<file path="src/rtl/fifo_pkg.sv">
// Shared FIFO constants, depth derivation and parameter legality check.
// No logic, no latency; no flow control lives here.
package fifo_pkg;

  localparam int DEF_DW    = 32;
  localparam int DEF_AW    = 4;
  localparam int DEF_AE_TH = 2;

  function automatic int depth_of(input int aw);
    return 1 << aw;
  endfunction

  localparam int DEF_AF_TH = depth_of(DEF_AW) - 2;

  // AE_TH < AF_TH keeps the two almost flags from both asserting at one occupancy
  function automatic bit thresholds_ok(input int dw, input int aw,
                                       input int af_th, input int ae_th);
    return (dw >= 1) && (aw >= 1) && (ae_th >= 0) &&
           (ae_th < af_th) && (af_th <= depth_of(aw));
  endfunction

endpackage

</file>
<file path="src/rtl/fifo_sync_param_if.sv">
// Producer/consumer bundle for fifo_sync_param; the FIFO takes the slave side.
// Request/response wires only; clock and reset stay separate ports.
interface fifo_sync_param_if import fifo_pkg::*; #(
  parameter int DW = DEF_DW,
  parameter int AW = DEF_AW
);
  logic          clr;
  logic          WREQ;
  logic [DW-1:0] WD;
  logic          RREQ;
  logic [DW-1:0] RD;
  logic          f;
  logic          e;
  logic          af;
  logic          ae;
  logic [AW:0]   cnt;
  logic          ovf;
  logic          udf;

  modport master (
    output clr, WREQ, WD, RREQ,
    input  RD, f, e, af, ae, cnt, ovf, udf
  );

  modport slave (
    input  clr, WREQ, WD, RREQ,
    output RD, f, e, af, ae, cnt, ovf, udf
  );
endinterface

</file>
<file path="src/rtl/fifo_dpram.sv">
// DEPTH x DW storage: synchronous write, registered (FWFT=0) or async (FWFT=1) read.
// Registered read has 1-cycle latency; no backpressure, callers gate i_we/i_re.
module fifo_dpram import fifo_pkg::*; #(
  parameter int DW   = DEF_DW,
  parameter int AW   = DEF_AW,
  parameter int FWFT = 0
) (
  input  logic          clk,
  input  logic          rst,
  input  logic          i_clr,
  input  logic          i_we,
  input  logic [AW-1:0] i_waddr,
  input  logic [DW-1:0] i_wdata,
  input  logic          i_re,
  input  logic [AW-1:0] i_raddr,
  output logic [DW-1:0] o_rdata
);

  logic [DW-1:0] r_mem [0:(1<<AW)-1];

  always_ff @(posedge clk) begin
    if (i_we) r_mem[i_waddr] <= i_wdata;
  end

  if (FWFT == 0) begin : g_reg_rd
    logic [DW-1:0] r_rd;

    always_ff @(posedge clk or negedge rst) begin
      if (!rst)       r_rd <= '0;
      else if (i_clr) r_rd <= '0;
      else if (i_re)  r_rd <= r_mem[i_raddr];
    end

    assign o_rdata = r_rd;
  end else begin : g_fwft_rd
    // Head entry is always visible; reset/flush/pop only move the pointer upstream
    logic w_unused;
    assign w_unused = rst ^ i_clr ^ i_re;
    assign o_rdata  = r_mem[i_raddr];
  end

endmodule

</file>
<file path="src/rtl/fifo_sync_param.sv">
// Single-clock FIFO with thresholds, occupancy, sticky errors, flush and optional FWFT.
// Writes on full / reads on empty are dropped and flagged; FWFT=0 read data 1 cycle after request.
module fifo_sync_param import fifo_pkg::*; #(
  parameter int DW    = DEF_DW,
  parameter int AW    = DEF_AW,
  parameter int AF_TH = depth_of(AW) - 2,
  parameter int AE_TH = DEF_AE_TH,
  parameter int FWFT  = 0
) (
  input  logic               clk,
  input  logic               rst,
  fifo_sync_param_if.slave   bus
);

  if (!thresholds_ok(DW, AW, AF_TH, AE_TH)) begin : g_bad_params
    $error("fifo_sync_param: illegal DW/AW/AF_TH/AE_TH combination");
  end

  localparam logic [AW:0] AF_V = (AW+1)'(AF_TH);
  localparam logic [AW:0] AE_V = (AW+1)'(AE_TH);

  logic [AW:0]   r_wp;
  logic [AW:0]   r_rp;
  logic          r_ovf;
  logic          r_udf;
  logic          w_e;
  logic          w_f;
  logic [AW:0]   w_cnt;
  logic          w_wacc;
  logic          w_racc;
  logic [DW-1:0] w_rd;

  assign w_e   = (r_wp == r_rp);
  assign w_f   = (r_wp[AW-1:0] == r_rp[AW-1:0]) && (r_wp[AW] != r_rp[AW]);
  assign w_cnt = r_wp - r_rp;

  // Acceptance uses only the pre-edge flags, so a same-cycle pop never frees room for a push
  assign w_wacc = bus.WREQ && !w_f && !bus.clr;
  assign w_racc = bus.RREQ && !w_e && !bus.clr;

  always_ff @(posedge clk or negedge rst) begin
    if (!rst) begin
      r_wp  <= '0;
      r_rp  <= '0;
      r_ovf <= 1'b0;
      r_udf <= 1'b0;
    end else if (bus.clr) begin
      r_wp  <= '0;
      r_rp  <= '0;
      r_ovf <= 1'b0;
      r_udf <= 1'b0;
    end else begin
      if (w_wacc)              r_wp  <= r_wp + 1'b1;
      if (w_racc)              r_rp  <= r_rp + 1'b1;
      if (bus.WREQ && w_f)     r_ovf <= 1'b1;
      if (bus.RREQ && w_e)     r_udf <= 1'b1;
    end
  end

  fifo_dpram #(
    .DW   (DW),
    .AW   (AW),
    .FWFT (FWFT)
  ) u_mem (
    .clk     (clk),
    .rst     (rst),
    .i_clr   (bus.clr),
    .i_we    (w_wacc),
    .i_waddr (r_wp[AW-1:0]),
    .i_wdata (bus.WD),
    .i_re    (w_racc),
    .i_raddr (r_rp[AW-1:0]),
    .o_rdata (w_rd)
  );

  assign bus.RD  = w_rd;
  assign bus.e   = w_e;
  assign bus.f   = w_f;
  assign bus.cnt = w_cnt;
  assign bus.af  = (w_cnt >= AF_V);
  assign bus.ae  = (w_cnt <= AE_V);
  assign bus.ovf = r_ovf;
  assign bus.udf = r_udf;

endmodule

</file>
<file path="src/flat_wrapper.sv">
// flat-port wrapper written by rule: the top's interface ports become plain ports
module fifo_sync_param_flat import fifo_pkg::*;
#(
  parameter int DW    = DEF_DW,
  parameter int AW    = DEF_AW,
  parameter int AF_TH = depth_of(AW) - 2,
  parameter int AE_TH = DEF_AE_TH,
  parameter int FWFT  = 0
)
  (clk, rst, bus_clr, bus_WREQ, bus_WD, bus_RREQ, bus_RD, bus_f, bus_e, bus_af, bus_ae, bus_cnt, bus_ovf, bus_udf);
  fifo_sync_param_if #(.DW(DW), .AW(AW)) bus_i ();
  input  logic clk;
  input  logic rst;
  input wire logic [$bits(bus_i.clr)-1:0] bus_clr;
  input wire logic [$bits(bus_i.WREQ)-1:0] bus_WREQ;
  input wire logic [$bits(bus_i.WD)-1:0] bus_WD;
  input wire logic [$bits(bus_i.RREQ)-1:0] bus_RREQ;
  output wire logic [$bits(bus_i.RD)-1:0] bus_RD;
  output wire logic [$bits(bus_i.f)-1:0] bus_f;
  output wire logic [$bits(bus_i.e)-1:0] bus_e;
  output wire logic [$bits(bus_i.af)-1:0] bus_af;
  output wire logic [$bits(bus_i.ae)-1:0] bus_ae;
  output wire logic [$bits(bus_i.cnt)-1:0] bus_cnt;
  output wire logic [$bits(bus_i.ovf)-1:0] bus_ovf;
  output wire logic [$bits(bus_i.udf)-1:0] bus_udf;
  assign bus_i.clr = bus_clr;
  assign bus_i.WREQ = bus_WREQ;
  assign bus_i.WD = bus_WD;
  assign bus_i.RREQ = bus_RREQ;
  assign bus_RD = bus_i.RD;
  assign bus_f = bus_i.f;
  assign bus_e = bus_i.e;
  assign bus_af = bus_i.af;
  assign bus_ae = bus_i.ae;
  assign bus_cnt = bus_i.cnt;
  assign bus_ovf = bus_i.ovf;
  assign bus_udf = bus_i.udf;
  fifo_sync_param #(.DW(DW), .AW(AW), .AF_TH(AF_TH), .AE_TH(AE_TH), .FWFT(FWFT)) u_core (.clk(clk), .rst(rst), .bus(bus_i));
endmodule
</file>
<file path="config.mk">
export PLATFORM = sky130hd
export DESIGN_NAME = fifo_sync_param_flat
export DESIGN_NICKNAME = d
export VERILOG_FILES = /design/src/rtl/fifo_pkg.sv /design/src/rtl/fifo_sync_param_if.sv /design/src/rtl/fifo_dpram.sv /design/src/rtl/fifo_sync_param.sv /design/src/flat_wrapper.sv
export SDC_FILE = /design/constraint.sdc
export NUM_CORES = 1
export LEC_CHECK = 0
export ABC_AREA = 0
export CAP_MARGIN = 20
export CORE_MARGIN = 10
export CORE_UTILIZATION = 58
export CTS_BUF_LIST = sky130_fd_sc_hd__clkbuf_8
export DETAILED_ROUTE_END_ITERATION = 8
export GPL_ROUTABILITY_DRIVEN = 0
export PLACE_DENSITY = 0.76
export SLEW_MARGIN = 20
export SYNTH_ARGS = -nofsm -noshare
export SYNTH_HDL_FRONTEND = slang
export SYNTH_HIERARCHICAL = 1
export SYNTH_SLANG_ARGS = --single-unit
</file>
<file path="constraint.sdc">
create_clock -name clk -period 11.3 [get_ports clk]
set_input_delay 2.26 -clock clk [delete_from_list [all_inputs] [get_ports clk]]
set_output_delay 2.26 -clock clk [all_outputs]
set_load 0.05 [all_outputs]
</file>
==> results of run 1 <==
## final timing paths
| path | from | endpoint | slack, ps | cells after the start |
|---|---|---|---|---|
| worst max register to register | u_core/r_rp[0] | u_core/u_mem/r_mem[1][11] | 7390 | 6 |
| worst min register to register | u_core/u_mem/o_rdata[3] | u_core/u_mem/o_rdata[3] | 480 | 2 |
| worst max-delay path | u_core/r_rp[0] | bus_ae | 4970 | 8 |
| min in group asynchronous | rst | u_core/u_mem/o_rdata[0] | 1790 | 2 |
| max in group asynchronous | rst | u_core/r_rp[0] | 8970 | 2 |
| worst min-delay path | u_core/u_mem/o_rdata[3] | u_core/u_mem/o_rdata[3] | 480 | 2 |
## stage by stage
| stage | util [%] | instances | power (uW) | setup WS [ps] |
|---|---|---|---|---|
| final | 66.49 | 2002 | 4505 | 4973 |
| after global routing | 66.49 | 2002 | 4694 | 4701 |
| after CTS | 66.41 | 2001 | 4546 | 4895 |
| after detailed placement | 62.01 | 1841 | 2996 | 5558 |
| after global placement | 61.64 | 1836 | 2983 | 5576 |
| after floorplan | - | 1295 | 2866 | 4647 |
## placed cells by master, fill, tap and decap left out, types with 2 or more instances in the layout
cell type,netlist,final
nand2b_1,2,2
o211ai_1,2,2
clkinvlp_4,0,4
nor3_2,0,4
nand2_1,100,100
clkinv_2,0,10
buf_16,0,6
a21oi_2,30,30
or3b_2,1,2
nand3b_1,3,3
xor2_1,5,5
or3_1,3,3
o21ai_0,4,4
a21oi_1,41,41
mux2i_1,258,258
clkinv_1,0,8
xnor2_1,3,3
a22oi_1,64,64
dfrtp_1,44,43
nor2b_4,0,2
clkdlybuf4s50_1,0,78
nor2_4,0,14
edfxtp_1,512,512
nor2_1,26,13
inv_1,6,43
buf_4,9,18
nand3_1,98,98
ha_1,6,6
clkbuf_8,0,99
## cell usage after synthesis, types with 4 or more instances
cell type | n | area (um^2)
buf_4 | 9 | 67.56
dfrtp_1 | 44 | 1101
nor2_1 | 26 | 97.59
edfxtp_1 | 512 | 15370
inv_1 | 6 | 22.52
ha_1 | 6 | 75.07
xor2_1 | 5 | 43.79
mux2i_1 | 258 | 2582
a21oi_1 | 41 | 205.2
nor3_1 | 4 | 20.02
clkbuf_1 | 14 | 52.55
buf_12 | 5 | 100.1
a21oi_2 | 30 | 262.8
nand2_1 | 100 | 375.4
buf_2 | 17 | 85.08
a22oi_1 | 64 | 480.5
buf_6 | 17 | 191.4
nand3_1 | 98 | 490.5
o21ai_0 | 4 | 20.02
## cell type report
type	instances	area, um^2
clock buffers	99	1363
clock inverters	61	287.8
fillers	2533	12560
inverters	6	22.52
multi-input cells	666	5047
flip-flops and latches	556	16480
well taps	511	639.4
repair buffers	103	1086
## kinds of logic (layout without fill, tap and decap cells)
| family | Yosys count | count (layout) | share of synthesized area (%) |
|---|---|---|---|
| buffers and inverters | 73 | 269 | 2.527 |
| XOR/XNOR | 10 | 10 | 0.4677 |
| adder cells (fa/ha/maj) | 7 | 7 | 0.4335 |
| flip-flops | 556 | 556 | 75.10 |
| multiplexers | 258 | 258 | 11.77 |
| AND/OR/NAND/NOR | 244 | 244 | 4.979 |
| AO/OA/AOI/OAI | 147 | 147 | 4.717 |
## metal layers
layer | vias up | global-route usage [%] | routed length [um]
met5 | - | 0 | 0
met4 | 0 | 5.578 | 747
met3 | 66 | 3.850 | 2537
met2 | 336 | 31.71 | 22000
met1 | 5805 | 23.98 | 18300
li1 | 5281 | - | -
## power by group through the flow
stage | Clock [uW] | Combinational (uW) | Sequential, uW
floorplan | 0 | 492 | 2370
global placement | 0 | 626 | 2360
detailed placement | 0 | 639 | 2360
CTS | 1590 | 640 | 2320
global route | 1700 | 679 | 2320
finish | 1550 | 636 | 2310
## sequential cells by signal, summed over array words and instances (netlist names)
name,cells
u_core/bus.ovf,1
u_core/bus.udf,1
u_core/r_rp,5
u_core/r_wp,5
u_core/u_mem/o_rdata,32
u_core/u_mem/r_mem,512
## worst reg2reg max path, stage by stage (launching register included)
cell	delay (ps)
dfrtp_4	940
ha_1	390
nand4_1	280
o21ai_1	210
nor2_1	250
or3b_2	610
nor2_4	840
==> impl_metrics.toml, run 1 <==
[sta]
rsz0062_at_grt = "no"
finClkSkew_ps = 21.69
fin_tns_setup_ps = 0
maxSlewHeadroom_pct = 24.23
finalSetupViolCount = 0
max_freq_mhz = 158.1
period_share_pct = 55.99
finalMaxSlewViolations = 0
period_minus_slack_ps = 6327
worstMarginPinSlew_ps = 1137
hold_viol = 0
fin_hold_ws_ps = 476.5

[worst_hold_path]
min_path_type = "flip-flop to flip-flop"

[cells_and_area]
final_nets = 1463
area_delta_synth_final_pct = 13.62
fin_area_um2 = 24930
drive_above_1_share_pct = 13.35
antenna_cells = 0

[power]
p_leak_uw = 0.008313
p_seq_share_pct = 51.4
power_frac_clock_pct = 34.5
p_int_uw = 3355
vdd_drop_max_mv = 0.1987
cellPowerDensity_nw_per_um2 = 180.7
sw_frac_of_total_pct = 25.54
combPwrFrac_pct = 14.1
power.switching_uw = 1150

[clocking]
post_cts_buffers = 0
cts_buffers = 86
ctsHoldBuffers = 0
worstSkewPairLatency_ps = 620
cts_tree = "done"
clk_pin_slew_ps = 60
cts.path.max_buffers = 3
root_buffer = "clkbuf_8"
ctsHtreeMaxLevel = 3
cts_resized = 0
clock-sinks = 556

[detailed_routing]
drtAntennaViolNets = 0
num_vias = 11490
dr.pass1.iters = 5
routed_via_density = 5.738
drtIter0Drc = 853
routedWlPerCell_um = 21.77
route.detailed.drc = 0
wirelength_um = 43580

[critical_path]
path_delay_family = "buffers and inverters"
worstSetupEndpointType = "output port"
path_cells = "ha_1 -> inv_1 -> fa_1 -> a21o_1 -> a21oi_1 -> xnor2_1 -> a2111oi_0 -> clkdlybuf4s50_1"
critPathMaxFanout = 48
startpoint_type = "flip-flop"
slowest_delay_ps = 940
critPathBufInv = 2
crit_slowest_cell = "dfrtp_4"
worstSetupPathType = "flip-flop to output port"
worst_ep_required_time_ps = 9040
arrival_ps = 4070

[synth]
ys_warn_count = 6
synth_ff_type = "edfxtp_1"
netlist_area_um2 = 21940
synth_edf_count = 512
syn_area_per_cell_um2 = 16.94
synthDistinctLibCells = 44
synthesis.nets = 1339
async_flop_share_pct = 7.914
yosysSeqAreaShare_pct = 75.10
postSynthCellCount = 1295
ys_seq_elements = 556

[placement]
dpl.hpwl_um = 24310
portBuffers = 79
dpl-instance-area_um2 = 23250

[global_routing]
antenna_found_initial = 0
overflow = 0
grt_pass1_wl_um = 67580
grt_max_degree = 65
track_usage_pct = 18.72
first_global_vias = 11830

[floorplan]
fp-row-count = 71
core-area_um2 = 37490
die_y_um = 214.5
die_w_um = 214.5
io_pins = 80
start_util_pct = 58.52
dieArea_um2 = 46000

[job]
maxCapViolCount = 0

[outcome]
status = "complete, no violations"
Note: power is estimated with default switching activity, not from simulation.
==> run 2: changes to the inputs <==
Settings changed: CORE_UTILIZATION 58 to 57, PLACE_DENSITY 0.76 to 0.78.
Clock period 11.3 ns to 5.6 ns, I/O delays scaled along.
==> run 2 against run 1 <==
Net effect: wire length grew 8.6%; sequential cell count is the same; highest routed layer unchanged; largest power group unchanged; count of clock-buffer cells in the layout grew 3; sequential power grew 100%; via count grew 3.4%; combinational power grew 110%; hold slack lost 2.1 ps; cell count grew 0.20%; core utilization shrank 0.17 points; register-to-register slack lost 5500 ps.
==> impl_metrics.toml, run 2 (synthesized netlist as in run 1, its figures left out) <==
[floorplan]
fp-row-count = 71
core-area_um2 = 37840
io_pins = 80
start_util_pct = 57.97
die_w_um = 216.2
dieArea_um2 = 46730
die_y_um = 216.2

[cells_and_area]
drive_above_1_share_pct = 13.38
largest_register_ff_count = 512
fillers = 2530
mostFrequentLayoutCell = "edfxtp_1"
antenna_cells = 0
final_nets = 1468
largest-register = "u_core/u_mem/r_mem"
multiInputGateArea_um2 = 5047
fin_area_um2 = 25100
mostFrequentLayoutCells = "edfxtp_1, mux2i_1, clkbuf_8"
ff_latch_area_um2 = 16480
area_delta_synth_final_pct = 14.40

[critical_path]
worst_ep_required_time_ps = 4480
ff2ff_path_depth = 7
cp_common_cell = "inv_1"
crit_slowest_cell = "clkdlybuf4s50_1"
r2r-end = "u_core/u_mem/r_mem[3][7]"
startpoint_type = "flip-flop"
startpoint = "u_core/r_wp[0]"
reg2reg_slack_ps = 1920
worstSetupPathType = "flip-flop to output port"
slowest_delay_ps = 900
worstSetupEndpointType = "output port"
critPathMaxFanout = 10
crit_end = "bus_ae"
path_cells = "inv_1 -> ha_1 -> inv_1 -> fa_1 -> a21o_1 -> a21oi_1 -> xnor2_1 -> a2111oi_0 -> clkdlybuf4s50_1"
r2r_start = "u_core/r_rp[2]"
arrival_ps = 3670

[clocking]
cts_buffers = 86
post_cts_buffers = 0
clk_pin_slew_ps = 60
cts_tree = "done"
cts.path.max_buffers = 3
ctsHoldBuffers = 0
root_buffer = "clkbuf_8"
worstSkewPairLatency_ps = 620
ctsHtreeMaxLevel = 3
cts_resized = 0
clock-sinks = 556

[power]
cellPowerDensity_nw_per_um2 = 369.5
vdd_drop_max_mv = 0.2330
p_leak_uw = 0.008409

[detailed_routing]
met1_length_um = 19690
drtAntennaViolNets = 0
wl_met2_um = 23550
wl_met3_um = 3178
wirelength_um = 47330
dr.pass1.iters = 5
routed_via_density = 5.922
route.detailed.drc = 0
num_vias = 11880
routedWlPerCell_um = 23.60
routed.top_layer = "met4"
drtIter0Drc = 999

[placement]
portBuffers = 79
dpl-instance-area_um2 = 23360
dpl.hpwl_um = 26310

[sta]
fin_tns_setup_ps = 0
worstMarginPinSlew_ps = 1177
maxSlewHeadroom_pct = 21.56
finClkSkew_ps = 21.38
finalMaxSlewViolations = 0
finalSetupViolCount = 0
max_freq_mhz = 208.8
period_share_pct = 85.53
period_minus_slack_ps = 4790
rsz0062_at_grt = "no"
hold_viol = 0

[global_routing]
grt_pass1_wl_um = 72260
grt_max_degree = 136
track_usage_pct = 19.94
antenna_found_initial = 0
first_global_vias = 12210
overflow = 0

[worst_hold_path]
worstHoldPathCells = 2
min_path_type = "flip-flop to flip-flop"

[outcome]
status = "complete, no violations"

[job]
maxCapViolCount = 0
run 2: per-layer routing:
metal	vias up	track usage (%)
li1	5288	-
met1	6044	26.63
met2	481	32.62
met3	66	3.412
met4	0	6.945
met5	-	0
run 2: critical path: cells and delay by family, from the launching register on:
| kind | cells | cell delay, ps |
|---|---|---|
| buffers and inverters | 3 | 1120 |
| AOI/OAI and AO/OA | 3 | 740 |
| adders and majority gates | 2 | 600 |
| DFF | 1 | 510 |
| xor gates and xnor gates | 1 | 120 |
run 2: per-stage QoR:
stage	hold WS, ps	std cells	setup WS [ps]	total power, uW	util (%)
4_1_cts	481.5	2005	785.9	9336	66.26
6_report	474.4	2006	810.4	9273	66.32
3_5_place_dp	468.5	1846	1454	6079	61.73
2_1_floorplan	560.5	1295	86.89	5783	-
3_3_place_gp	467.1	1836	1472	6047	61.10
5_1_grt	519.6	2006	550.5	9626	66.32
run 2: area by class of cell:
| type | count | share of cell area (%) |
|---|---|---|
| Sequential cell | 556 | 65.66 |
| Multi-Input combinational cell | 666 | 20.11 |
| Clock buffer | 102 | 5.594 |
| Timing Repair Buffer | 108 | 4.746 |
| Tap cell | 511 | 2.548 |
| Clock inverter | 57 | 1.246 |
| Inverter | 6 | 0.08974 |
run 2: how the worst min path moves through the flow:
stage                                           to  slack [ps]                     start
after global routing      u_core/u_mem/o_rdata[28]         520  u_core/u_mem/o_rdata[28]
after global placement    u_core/u_mem/o_rdata[30]         470  u_core/u_mem/o_rdata[30]
after detailed placement  u_core/u_mem/o_rdata[25]         470  u_core/u_mem/o_rdata[25]
after CTS                 u_core/u_mem/o_rdata[25]         480  u_core/u_mem/o_rdata[25]
after floorplan                     u_core/r_rp[3]         560            u_core/r_rp[3]
final                     u_core/u_mem/o_rdata[25]         470  u_core/u_mem/o_rdata[25]
run 2: report_power, final:
part | internal (uW) | total, uW | switching [uW]
clock | 1790 | 3280 | 1490
sequential | 4600 | 4630 | 34.2
combinational | 521 | 1360 | 842
==> run 3: changes to the inputs <==
Settings changed: CORE_ASPECT_RATIO from default to 1.75.
==> run 3 against run 2 <==
Net effect: core utilization fell by 1.9 points; setup slack got worse by 120 ps; global-route usage decreased by 0.54 points; combinational power about the same; die area is 0.66% higher; clock power decreased by 13%; sequential cell count did not move.
==> impl_metrics.toml, run 3 (synthesized netlist as in run 1, its figures left out) <==
[outcome]
status = "complete, no violations"

[global_routing]
grt_pass1_wl_um = 70210
grt_max_degree = 65
overflow = 0
first_global_vias = 12250
track_usage_pct = 19.40
antenna_found_initial = 3

[clocking]
ctsHoldBuffers = 0
root_buffer = "clkbuf_8"
post_cts_buffers = 0
cts.path.max_buffers = 3
cts_tree = "done"
ctsHtreeMaxLevel = 3
worstSkewPairLatency_ps = 620
clock-sinks = 556
clk_pin_slew_ps = 60
cts_buffers = 73
cts_resized = 0

[floorplan]
dieArea_um2 = 47040
core-area_um2 = 38270
fp-row-count = 95
start_util_pct = 57.32
io_pins = 80
die_y_um = 279.5
die_w_um = 168.3

[critical_path]
startpoint_type = "flip-flop"
critPathMaxFanout = 10
r2r_start = "u_core/r_rp[0]"
arrival_ps = 3790
slowest_delay_ps = 920
startpoint = "u_core/r_wp[0]"
worst_ep_required_time_ps = 4480
crit_slowest_cell = "clkdlybuf4s50_1"
critPathBufInv = 3
path_cells = "inv_1 -> ha_1 -> inv_1 -> fa_1 -> a21o_1 -> a21oi_1 -> xnor2_1 -> a2111oi_0 -> clkdlybuf4s50_1"
worstSetupEndpointType = "output port"
ff2ff_path_depth = 7
path_depth = 9
r2r-end = "u_core/u_mem/o_rdata[12]"
reg2reg_slack_ps = 2030
path_delay_family = "buffers and inverters"
cp_common_cell = "inv_1"
worstSetupPathType = "flip-flop to output port"
crit_end = "bus_ae"

[detailed_routing]
drtAntennaViolNets = 0
drtIter0Drc = 863
routed_via_density = 5.983
wirelength_um = 46380
route.detailed.drc = 0
dr.pass1.iters = 5
num_vias = 11710
routedWlPerCell_um = 23.70

[cells_and_area]
area_delta_synth_final_pct = 12.44
largest_register_ff_count = 512
ff_latch_area_um2 = 16480
fillers = 2616
drive_above_1_share_pct = 12.92
mostFrequentLayoutCells = "edfxtp_1, mux2i_1, nand2_1"
final_nets = 1455
largest-register = "u_core/u_mem/r_mem"
multiInputGateArea_um2 = 5047
mostFrequentLayoutCell = "edfxtp_1"

[sta]
worstMarginPinSlew_ps = 1178
period_share_pct = 87.72
rsz0062_at_grt = "no"
finalMaxSlewViolations = 0
finClkSkew_ps = 22.26
maxSlewHeadroom_pct = 21.47
max_freq_mhz = 203.6
finalSetupViolCount = 0
fin_tns_setup_ps = 0
period_minus_slack_ps = 4912
hold_viol = 0
fin_hold_ws_ps = 479.1

[worst_hold_path]
min_path_type = "flip-flop to flip-flop"

[placement]
dpl.hpwl_um = 25470
portBuffers = 79

[job]
maxCapViolCount = 0

[power]
p_leak_uw = 0.008189
cellPowerDensity_nw_per_um2 = 358.0
finalPower_uw = 8832
vdd_drop_max_mv = 0.2393
run 3: final cells by class:
type / count / share of cell area, %
flip-flops and latches: 556 / 66.81
multi-input cells: 666 / 20.46
clock buffers: 87 / 4.854
repair buffers: 108 / 4.383
well taps: 485 / 2.460
clock inverters: 48 / 0.9283
inverters: 6 / 0.09131
diodes: 1 / 0.01015
run 3: power by group:
part	internal (uW)	switching, uW	total [uW]
Combinational	518	826	1340
Clock	1460	1400	2860
Sequential	4590	31.5	4620
run 3: worst min path at each step:
stage / from / endpoint / slack [ps] / depth (start not counted)
finish: u_core/u_mem/o_rdata[25] / u_core/u_mem/o_rdata[25] / 480 / 2
floorplan: u_core/r_rp[3] / u_core/r_rp[3] / 560 / 2
detailed placement: u_core/u_mem/o_rdata[30] / u_core/u_mem/o_rdata[30] / 470 / 2
global route: u_core/u_mem/o_rdata[8] / u_core/u_mem/o_rdata[8] / 510 / 2
global placement: u_core/u_mem/o_rdata[7] / u_core/u_mem/o_rdata[7] / 460 / 2
CTS: u_core/u_mem/o_rdata[30] / u_core/u_mem/o_rdata[30] / 480 / 2
run 3: worst register-to-register path, delay by kind of cell, from the launching register on:
kind            cells  cell delay [ps]
flops               1              400
buf+inv             3             2350
simple gates        2              210
mux                 1              380
compound gates      1              130
run 3: per-layer routing:
| layer | vias up | share of wire (%) | GRT usage, % |
|---|---|---|---|
| met4 | 4 | 3.5 | 9.180 |
| met1 | 5925 | 36 | 21.05 |
| met2 | 433 | 55 | 35.45 |
| met5 | - | 0.054 | 0 |
| li1 | 5245 | - | - |
| met3 | 102 | 5.9 | 3.648 |
run 3: stage by stage:
| stage | instances | util (%) | area, um^2 | worst slack (ps) |
|---|---|---|---|---|
| final | 1957 | 64.45 | 24670 | 687.7 |
| after global routing | 1957 | 64.45 | 24670 | 448.7 |
| after CTS | 1955 | 64.39 | 24640 | 610.5 |
| after detailed placement | 1820 | 60.66 | 23220 | 1302 |
| after global placement | 1816 | 60.41 | 23120 | 1299 |
| after floorplan | 1295 | - | 21940 | 86.89 |
